**config.mk**
```make
export PLATFORM = sky130hd
export DESIGN_NAME = pc_fetch_flat
export DESIGN_NICKNAME = d
export VERILOG_FILES = /design/src/rtl/pc_fetch_pkg.sv /design/src/rtl/pc_fetch_if.sv /design/src/rtl/pc_next.sv /design/src/rtl/pc_fetch.sv /design/src/flat_wrapper.sv
export SDC_FILE = /design/constraint.sdc
export NUM_CORES = 1
export LEC_CHECK = 0
export ABC_AREA = 1
export CORE_ASPECT_RATIO = 1.25
export CORE_UTILIZATION = 25
export DETAILED_ROUTE_END_ITERATION = 16
export PLACE_DENSITY = 0.43
export SYNTH_ARGS = -nofsm -noshare
export SYNTH_HDL_FRONTEND = slang
export SYNTH_SLANG_ARGS = --single-unit
```
**constraint.sdc**
```tcl
create_clock -name clk -period 1.45 [get_ports clk]
set_input_delay 0.2175 -clock clk [delete_from_list [all_inputs] [get_ports clk]]
set_output_delay 0.2175 -clock clk [all_outputs]
set_load 0.05 [all_outputs]
```
**src/rtl/pc_fetch_pkg.sv**
```systemverilog
// Shared types and default widths for the program-counter fetch block.
package pc_fetch_pkg;

  typedef enum logic [1:0] {
    ST_IDLE = 2'd0,
    ST_RUN  = 2'd1,
    ST_HALT = 2'd2
  } fetch_state_e;

  localparam int PW_DEF = 10;
  localparam int CW_DEF = 16;

endpackage

```
**src/rtl/pc_fetch_if.sv**
```systemverilog
// Control and status bundle between the sequencer/decoder and the fetch unit.
interface pc_fetch_if #(
  parameter int PW = 10,
  parameter int CW = 16
);
  logic          start;
  logic          halt;
  logic          stall;
  logic          branch_abs;
  logic          branch_rel;
  logic [7:0]    target;
  logic [PW-1:0] prog_ctr;
  logic          fetch_valid;
  logic          done;
  logic [CW-1:0] instr_cnt;
  logic          br_conflict;

  modport master (
    output start, halt, stall, branch_abs, branch_rel, target,
    input  prog_ctr, fetch_valid, done, instr_cnt, br_conflict
  );

  modport slave (
    input  start, halt, stall, branch_abs, branch_rel, target,
    output prog_ctr, fetch_valid, done, instr_cnt, br_conflict
  );
endinterface

```
**src/rtl/pc_next.sv**
```systemverilog
// Combinational next-PC selection: hold, absolute jump, relative jump or increment.
module pc_next #(
  parameter int PW = 10
) (
  input  logic [PW-1:0] pc,
  input  logic [7:0]    target,
  input  logic          hold,
  input  logic          branch_abs,
  input  logic          branch_rel,
  output logic [PW-1:0] pc_nxt
);

  logic [PW-1:0] target_zx;
  logic [PW-1:0] target_sx;

  assign target_zx = {{(PW-8){1'b0}}, target};
  assign target_sx = {{(PW-8){target[7]}}, target};

  always_comb begin
    pc_nxt = pc + PW'(1);
    if (hold) begin
      pc_nxt = pc;
    end else if (branch_abs) begin
      pc_nxt = target_zx;
    end else if (branch_rel) begin
      pc_nxt = pc + target_sx;
    end
  end

endmodule

```
**src/rtl/pc_fetch.sv**
```systemverilog
// Fetch sequencer: IDLE/RUN/HALT control of the program counter, retired
// instruction count and sticky branch-conflict flag.
module pc_fetch
  import pc_fetch_pkg::*;
#(
  parameter int PW = PW_DEF,
  parameter int CW = CW_DEF
) (
  input  logic        clk,
  input  logic        rst,
  pc_fetch_if.slave   bus
);

  fetch_state_e  state, state_nxt;
  logic [PW-1:0] prog_ctr, prog_ctr_d, pc_cand;
  logic [CW-1:0] instr_cnt, instr_cnt_d;
  logic          br_conflict, br_conflict_d;

  pc_next #(.PW(PW)) u_pc_next (
    .pc         (prog_ctr),
    .target     (bus.target),
    .hold       (bus.halt | bus.stall),
    .branch_abs (bus.branch_abs),
    .branch_rel (bus.branch_rel),
    .pc_nxt     (pc_cand)
  );

  always_ff @(posedge clk or posedge rst) begin
    if (rst) begin
      state       <= ST_IDLE;
      prog_ctr    <= '0;
      instr_cnt   <= '0;
      br_conflict <= 1'b0;
    end else begin
      state       <= state_nxt;
      prog_ctr    <= prog_ctr_d;
      instr_cnt   <= instr_cnt_d;
      br_conflict <= br_conflict_d;
    end
  end

  always_comb begin
    state_nxt     = state;
    prog_ctr_d    = prog_ctr;
    instr_cnt_d   = instr_cnt;
    br_conflict_d = br_conflict;
    case (state)
      ST_IDLE, ST_HALT: begin
        if (bus.start) begin
          state_nxt     = ST_RUN;
          prog_ctr_d    = '0;
          instr_cnt_d   = '0;
          br_conflict_d = 1'b0;
        end
      end
      ST_RUN: begin
        if (bus.halt) begin
          state_nxt = ST_HALT;
        end else if (!bus.stall) begin
          prog_ctr_d = pc_cand;
          // Count saturates rather than wrapping so long programs read as "many".
          if (instr_cnt != '1) begin
            instr_cnt_d = instr_cnt + CW'(1);
          end
          if (bus.branch_abs && bus.branch_rel) begin
            br_conflict_d = 1'b1;
          end
        end
      end
      default: state_nxt = ST_IDLE;
    endcase
  end

  assign bus.prog_ctr    = prog_ctr;
  assign bus.instr_cnt   = instr_cnt;
  assign bus.br_conflict = br_conflict;
  assign bus.fetch_valid = (state == ST_RUN);
  assign bus.done        = (state == ST_HALT);

endmodule

```
**src/flat_wrapper.sv**
```systemverilog
// flat-port wrapper written by rule: the top's interface ports become plain ports
module pc_fetch_flat import pc_fetch_pkg::*;
#(
  parameter int PW = PW_DEF,
  parameter int CW = CW_DEF
)
  (clk, rst, bus_start, bus_halt, bus_stall, bus_branch_abs, bus_branch_rel, bus_target, bus_prog_ctr, bus_fetch_valid, bus_done, bus_instr_cnt, bus_br_conflict);
  pc_fetch_if #(.PW(PW), .CW(CW)) bus_i ();
  input  logic clk;
  input  logic rst;
  input wire logic [$bits(bus_i.start)-1:0] bus_start;
  input wire logic [$bits(bus_i.halt)-1:0] bus_halt;
  input wire logic [$bits(bus_i.stall)-1:0] bus_stall;
  input wire logic [$bits(bus_i.branch_abs)-1:0] bus_branch_abs;
  input wire logic [$bits(bus_i.branch_rel)-1:0] bus_branch_rel;
  input wire logic [$bits(bus_i.target)-1:0] bus_target;
  output wire logic [$bits(bus_i.prog_ctr)-1:0] bus_prog_ctr;
  output wire logic [$bits(bus_i.fetch_valid)-1:0] bus_fetch_valid;
  output wire logic [$bits(bus_i.done)-1:0] bus_done;
  output wire logic [$bits(bus_i.instr_cnt)-1:0] bus_instr_cnt;
  output wire logic [$bits(bus_i.br_conflict)-1:0] bus_br_conflict;
  assign bus_i.start = bus_start;
  assign bus_i.halt = bus_halt;
  assign bus_i.stall = bus_stall;
  assign bus_i.branch_abs = bus_branch_abs;
  assign bus_i.branch_rel = bus_branch_rel;
  assign bus_i.target = bus_target;
  assign bus_prog_ctr = bus_i.prog_ctr;
  assign bus_fetch_valid = bus_i.fetch_valid;
  assign bus_done = bus_i.done;
  assign bus_instr_cnt = bus_i.instr_cnt;
  assign bus_br_conflict = bus_i.br_conflict;
  pc_fetch #(.PW(PW), .CW(CW)) u_core (.clk(clk), .rst(rst), .bus(bus_i));
endmodule
```
Yosys cells after proc, flatten, opt, wreduce, memory -nomap -nowiden
Cells that the tools add are included.
{"block": "totals", "register_bits": 29, "elab_cells": 46}
{"block": "classes", "addsub": 3, "eq_ne": 10, "n_mux": 20, "n_bitwise": 1, "n_reduce_logical": 8}
{"operator": "$mux 16", "count": 4}
{"operator": "$mux 10", "count": 6}
{"operator": "$pmux 16 s2", "count": 1}
{"operator": "$pmux 10 s2", "count": 1}
{"operator": "$add 16x1->16 const B", "count": 1}
{"operator": "$ne 16x16->1 const B", "count": 1}
{"operator": "$reduce_and 5->1", "count": 3}
{"operator": "$add 10x1->10 const B", "count": 1}
{"operator": "$add 10x10->10", "count": 1}
{"operator": "$ne 2x2->1 const B", "count": 5}
{"operator": "$mux 1", "count": 4}
{"operator": "$mux 2", "count": 2}
{"operator": "$ne 2x1->1 const B", "count": 2}
{"operator": "$pmux 2 s2", "count": 1}
{"operator": "$eq 2x1->1 const B", "count": 1}
{"operator": "$eq 2x2->1 const B", "count": 1}
{"operator": "$logic_not 2->1", "count": 1}
{"operator": "$pmux 1 s2", "count": 1}
{"operator": "$reduce_and 2->1", "count": 1}
{"operator": "$reduce_bool 2->1", "count": 1}
{"operator": "$reduce_or 2->1", "count": 1}
{"operator": "$logic_and 1x1->1", "count": 1}
{"operator": "$or 1x1->1", "count": 1}

Depth between registers and ports, before layout
{"block": "depth", "depth_word": 7, "depth_mapped": 13, "mapped_depth_nobuf": 12}

By module
From an unflattened synthesis, not the netlist that was laid out.
{"block": "unflattened", "cells_unflattened": 356, "hier_area_um2": 2303.5}
{"module": "pc_fetch", "instances": 1, "cells_per_inst": 202, "area_each_um2": 1554.0}
{"module": "pc_next", "instances": 1, "cells_per_inst": 154, "area_each_um2": 749.5}

Worst setup path after synthesis
Ideal clock, no wire load.
{"block": "synth_timing", "kind": "reg2reg", "from": "reg u_core.instr_cnt[0], in the netlist u_core.bus.instr_cnt[0]", "to": "reg u_core.instr_cnt[0], in the netlist u_core.bus.instr_cnt[0]", "arrival_ns": 1.853, "t_required_ns": 1.375, "setup_slack_ns": -0.478, "path_stages_with_launch": 9, "period_less_slack_ns": 1.928, "path_cell_list": "dfrtp_1 ha_1 nand3_2 nor2_4 nand2_4 o21bai_4 buf_6 nand2_1 o21ai_2"}
{"block": "synth_via", "elab_chain_cells": 5, "elab_cells_between_ends": 8}
{"item": "start, declared", "line": "pc_fetch.sv:16", "source": "logic [CW-1:0] instr_cnt, instr_cnt_d;"}
{"item": "start signal, assigned", "line": "pc_fetch.sv:37", "source": "instr_cnt <= instr_cnt_d;"}
{"item": "$add 16x1->16", "line": "pc_fetch.sv:63", "source": "instr_cnt_d = instr_cnt + CW'(1);"}
{"item": "$mux 16", "line": "pc_fetch.sv:62", "source": "if (instr_cnt != '1) begin"}
{"item": "$mux 16", "line": "pc_fetch.sv:59", "source": "end else if (!bus.stall) begin"}
{"item": "$mux 16", "line": "pc_fetch.sv:57", "source": "if (bus.halt) begin"}
{"item": "$pmux 16 s2", "line": "pc_fetch.sv:47", "source": "case (state)"}
Several ways; a longest one is shown, not always the timed one. The select of a mux whose other input is x is not followed.
A chain may end at the register's enable or synchronous reset.

Worst setup path in the final report
{"block": "layout_timing", "from": "reg u_core.prog_ctr[0], in the netlist u_core.bus.prog_ctr[0]", "to": "reg u_core.prog_ctr[2], in the netlist u_core.bus.prog_ctr[2]"}
{"block": "layout_via", "elab_chain_cells": 7, "elab_cells_between_ends": 8}
{"item": "start, declared", "line": "pc_fetch.sv:15", "source": "logic [PW-1:0] prog_ctr, prog_ctr_d, pc_cand;"}
{"item": "start signal, assigned", "line": "pc_fetch.sv:36", "source": "prog_ctr <= prog_ctr_d;"}
{"item": "$add 10x1->10 or $add 10x10->10 (tied branches)", "line": "pc_next.sv:20, pc_next.sv:26"}
{"item": "$mux 10 (*)", "line": "pc_next.sv:25", "source": "end else if (branch_rel) begin"}
{"item": "$mux 10 (*)", "line": "pc_next.sv:23", "source": "end else if (branch_abs) begin"}
{"item": "$mux 10 (*)", "line": "pc_next.sv:21", "source": "if (hold) begin"}
{"item": "$mux 10 (*)", "line": "pc_fetch.sv:59"}
{"item": "$mux 10 (*)", "line": "pc_fetch.sv:57"}
{"item": "$pmux 10 s2 (*)", "line": "pc_fetch.sv:47"}
Mark *: on every way between the ends. The rest lies on a longest branch, timed or not. The select of a mux whose other input is x is not followed.

==> results.md <==
* Distinct cells, synth at 28
* Yosys top cell area share at 32.3%
* Hold buffers post-CTS at 0
* CP required at 1.63 ns
* Final worst setup slack at -0.109 ns
* Vias in the first global route at 2599
* # DRC at 0
* Ranking of synthesized cells by area: dfrtp_1, nand2_1, inv_1, nand3_1, nor2_1
* Most used cell, CP: o21ai_1
* Skew-Pair Late Insertion Delay at 0.29 ns
* CP cell instances: ha_4 -> fa_2 -> buf_4 -> xnor2_2 -> nand2_1 -> o21ai_1 -> o21ai_1
* Share of layout cells above drive strength 1 at 47.4%
* Register area at 743 um^2
* Die ar. at 9360 um^2
* Clock skew at 0.00972 ns
* Failing checks: negative setup slack
* Crit path time final at 1.56 ns
* Die height at 108 um
* Final setup vio count at 11
* Setup tns final at -0.382 ns
* CTS Buf Count at 5
* Final Cycle Share at 108%
* CP endpoint kind: flop
* Final HPWL DP at 5.21 mm
* Syn_area_per_cell at 6.60 um^2
* Fill cells at 854
* Final Max Tran Viols at 0
* Outcome: finished with violations
* Nets at 483
* CTS tree: done
* Pwr Density at 1160 nW/um^2
* Die span in x at 86.7 um
* Number of synthesized flops with an enable pin at 0
* Area of the multi-input gates at 1740 um^2
* ANT cells at 0
* Post-Syn Instances at 340
* Element type at the critical path start: flop
* Pre-Repair DR Iteration Count at 4
* Net count after synthesis at 366
* Max-slew headroom at 75.6%
* Fmax at 641 MHz
* Post-synth ARST share at 100%
* Via Count at 2546
* Top cell type by total area after synthesis: dfrtp_1
* Worst Hold Class: in -> async
* Drt initial violations at 96
* Htree depth at 2
* Maximum clock insertion buffer count at 2
* Util after Layout at 49.4%
* PortBufs at 43
* DR vias/cell at 4.40
* Initial antenna violation count at 0
* Worst-Margin Slew at 0.366 ns
* Initial Util at 25.8%
* RSZ-0062 raised after global routing: yes
* Core box area at 8700 um^2
* Clock-pin slew on the worst setup and hold paths at 0.08 ns
* IO Pins at 44
* CP arrival at 1.74 ns
* Leak pwr at 2.08 nW
* Root Driver: clkbuf_8
* Critical Path Max Stage Delay at 0.43 ns
* Yosys warns at 0
* Part of the Yosys area used for sequential elements at 32.3%
* Max-cap violation count at 0
* Yosys reg bits at 29
* Placer congestion estimate at 0.819
* Area delta synth->final at 91.5%
* DRT Wirelength at 7.30 mm
* Peak supply drop at 0.000603 V
* Final hold vios at 0
* WL per Instance at 12.6 um
* Total track usage at 16.8%
* Clk sink count at 29
* CP max-delay cell: dfrtp_2
* Most common flop cell mapped by yosys: dfrtp_1
* Grt total ovfl at 0
* Crit path max fanout at 3
* ANT nets after route at 0
* First-pass GRT wire length at 12.0 mm
* Pin count of the biggest net entering global routing at 30
* Crit path kind: reg -> reg
* Rows at 38
* Mapped cell area at 2240 um^2
[cell usage in the layout, fill, tap and decap left out, types with 2 or more instances in the layout]
| cell type | count |
|---|---|
| nand2_1 | 99 |
| buf_4 | 57 |
| inv_1 | 35 |
| buf_12 | 35 |
| nand2_2 | 25 |
| nor2_1 | 24 |
| nand3_1 | 19 |
| dfrtp_1 | 15 |
| dfrtp_2 | 14 |
| inv_2 | 10 |
| ha_4 | 10 |
| nand3_2 | 8 |
| nor2_4 | 8 |
| nand4_1 | 8 |
| o21ai_2 | 8 |
| nand2_4 | 7 |
| nor2_2 | 7 |
| o21ai_1 | 7 |
| buf_6 | 7 |
| xor2_1 | 5 |
| clkbuf_8 | 5 |
| clkdlybuf4s50_1 | 5 |
| dlygate4sd2_1 | 5 |
| dlymetal6s2s_1 | 4 |
| nand3_4 | 3 |
| xnor2_1 | 3 |
| o21a_1 | 2 |
| a21oi_1 | 2 |
| o21bai_4 | 2 |
| o21bai_1 | 2 |
| o21ai_0 | 2 |
| xnor2_2 | 2 |
| clkbuf_1 | 2 |
| clkbuf_16 | 2 |
[worst paths after layout]
kind                       cells past startpoint                               start                                  to  slack, ns
setup reg to reg                               7  u_core.bus.prog_ctr[0]$_DFFE_PP0P_  u_core.bus.prog_ctr[2]$_DFFE_PP0P_      -0.11
max in group asynchronous                      3                                 rst  u_core.bus.prog_ctr[4]$_DFFE_PP0P_       0.98
hold / removal                                 3                                 rst         u_core.state[1]$_DFFE_PP0P_       0.26
min in group clk                               3                       bus_target[1]  u_core.bus.prog_ctr[1]$_DFFE_PP0P_       0.27
hold reg to reg                                1  u_core.bus.br_conflict$_DFFE_PP0P_  u_core.bus.br_conflict$_DFFE_PP0P_       0.57
setup / recovery                               7  u_core.bus.prog_ctr[0]$_DFFE_PP0P_  u_core.bus.prog_ctr[2]$_DFFE_PP0P_      -0.11
[Yosys cell counts (2+ instances only)]
| cell type | count |
|---|---|
| xor2_1 | 5 |
| buf_6 | 2 |
| ha_1 | 10 |
| nor2_1 | 37 |
| nand4_1 | 8 |
| dfrtp_1 | 29 |
| nand3_1 | 29 |
| a21oi_1 | 4 |
| clkbuf_1 | 3 |
| inv_1 | 45 |
| o21a_1 | 2 |
| nor2_4 | 2 |
| o21bai_1 | 2 |
| xnor2_1 | 5 |
| o21ai_2 | 6 |
| nand2_1 | 129 |
| o21ai_0 | 11 |
[registers in the layout, indices dropped and copies added (netlist names)]
name                    count
u_core.state                2
u_core.bus.prog_ctr        10
u_core.bus.instr_cnt       16
u_core.bus.br_conflict      1
[what timing repair did]
action                                  CTS  global route
endpoints found under the setup margin   28            28
gates resized for setup                  42            66
pin swaps                                26            48
gates cloned                              1             2
buffers inserted                          8             7
[cell families after synthesis]
group | count (synthesis) | synth area share, %
compound gates | 28 | 8.42
mux | 1 | 0.446
simple gates | 209 | 39.0
xor+xnor | 10 | 3.90
fa+ha+maj | 11 | 6.47
flops | 29 | 32.3
buf+inv | 52 | 9.42
[critical path: cells and delay by family, from the launching register on]
| kind | cells | cell delay (ns) |
|---|---|---|
| fa+ha+maj | 2 | 0.54 |
| flops | 1 | 0.43 |
| buf+inv | 1 | 0.16 |
| compound gates | 2 | 0.15 |
| xor+xnor | 1 | 0.13 |
| simple gates | 1 | 0.06 |
[layout make-up]
cell class	count	share of cell area, %
well taps	120	3.50
flip-flops and latches	29	17.3
clock buffers	7	1.78
clock inverters	1	0.117
inverters	46	4.08
repair buffers	115	32.6
multi-input cells	260	40.6
[routing by layer]
layer,vias up,track usage (%),part of all wire (%)
met3,19,2.76,2.8
met4,0,7.26,2.5
met2,51,31.1,54
met5,-,0,0
met1,1177,18.7,41
li1,1299,-,-
[metrics by stage]
stage | cell area, um^2 | hold slack [ns] | worst slack, ns | total power (W) | cells
after floorplan | 2430 | 0.295 | -0.202 | 0.00249 | 340
after global placement | 3720 | 0.561 | -0.646 | 0.00374 | 556
after detailed placement | 3720 | 0.563 | -0.628 | 0.00376 | 556
after CTS | 3990 | 0.274 | -0.179 | 0.00468 | 571
after global routing | 4300 | 0.300 | -0.171 | 0.00526 | 578
final | 4300 | 0.258 | -0.109 | 0.00499 | 578
[where the power goes]
| part | total (W) | internal (W) | leakage (nW) | switching (W) |
|---|---|---|---|---|
| Combinational | 0.00319 | 0.00161 | 1.67 | 0.00158 |
| Clock | 0.000695 | 0.000337 | 0.0422 | 0.000358 |
| Sequential | 0.00111 | 0.000960 | 0.374 | 0.000150 |
| Total | 0.00499 | 0.00291 | 2.08 | 0.00209 |
Power figures use the tool's default switching activity.
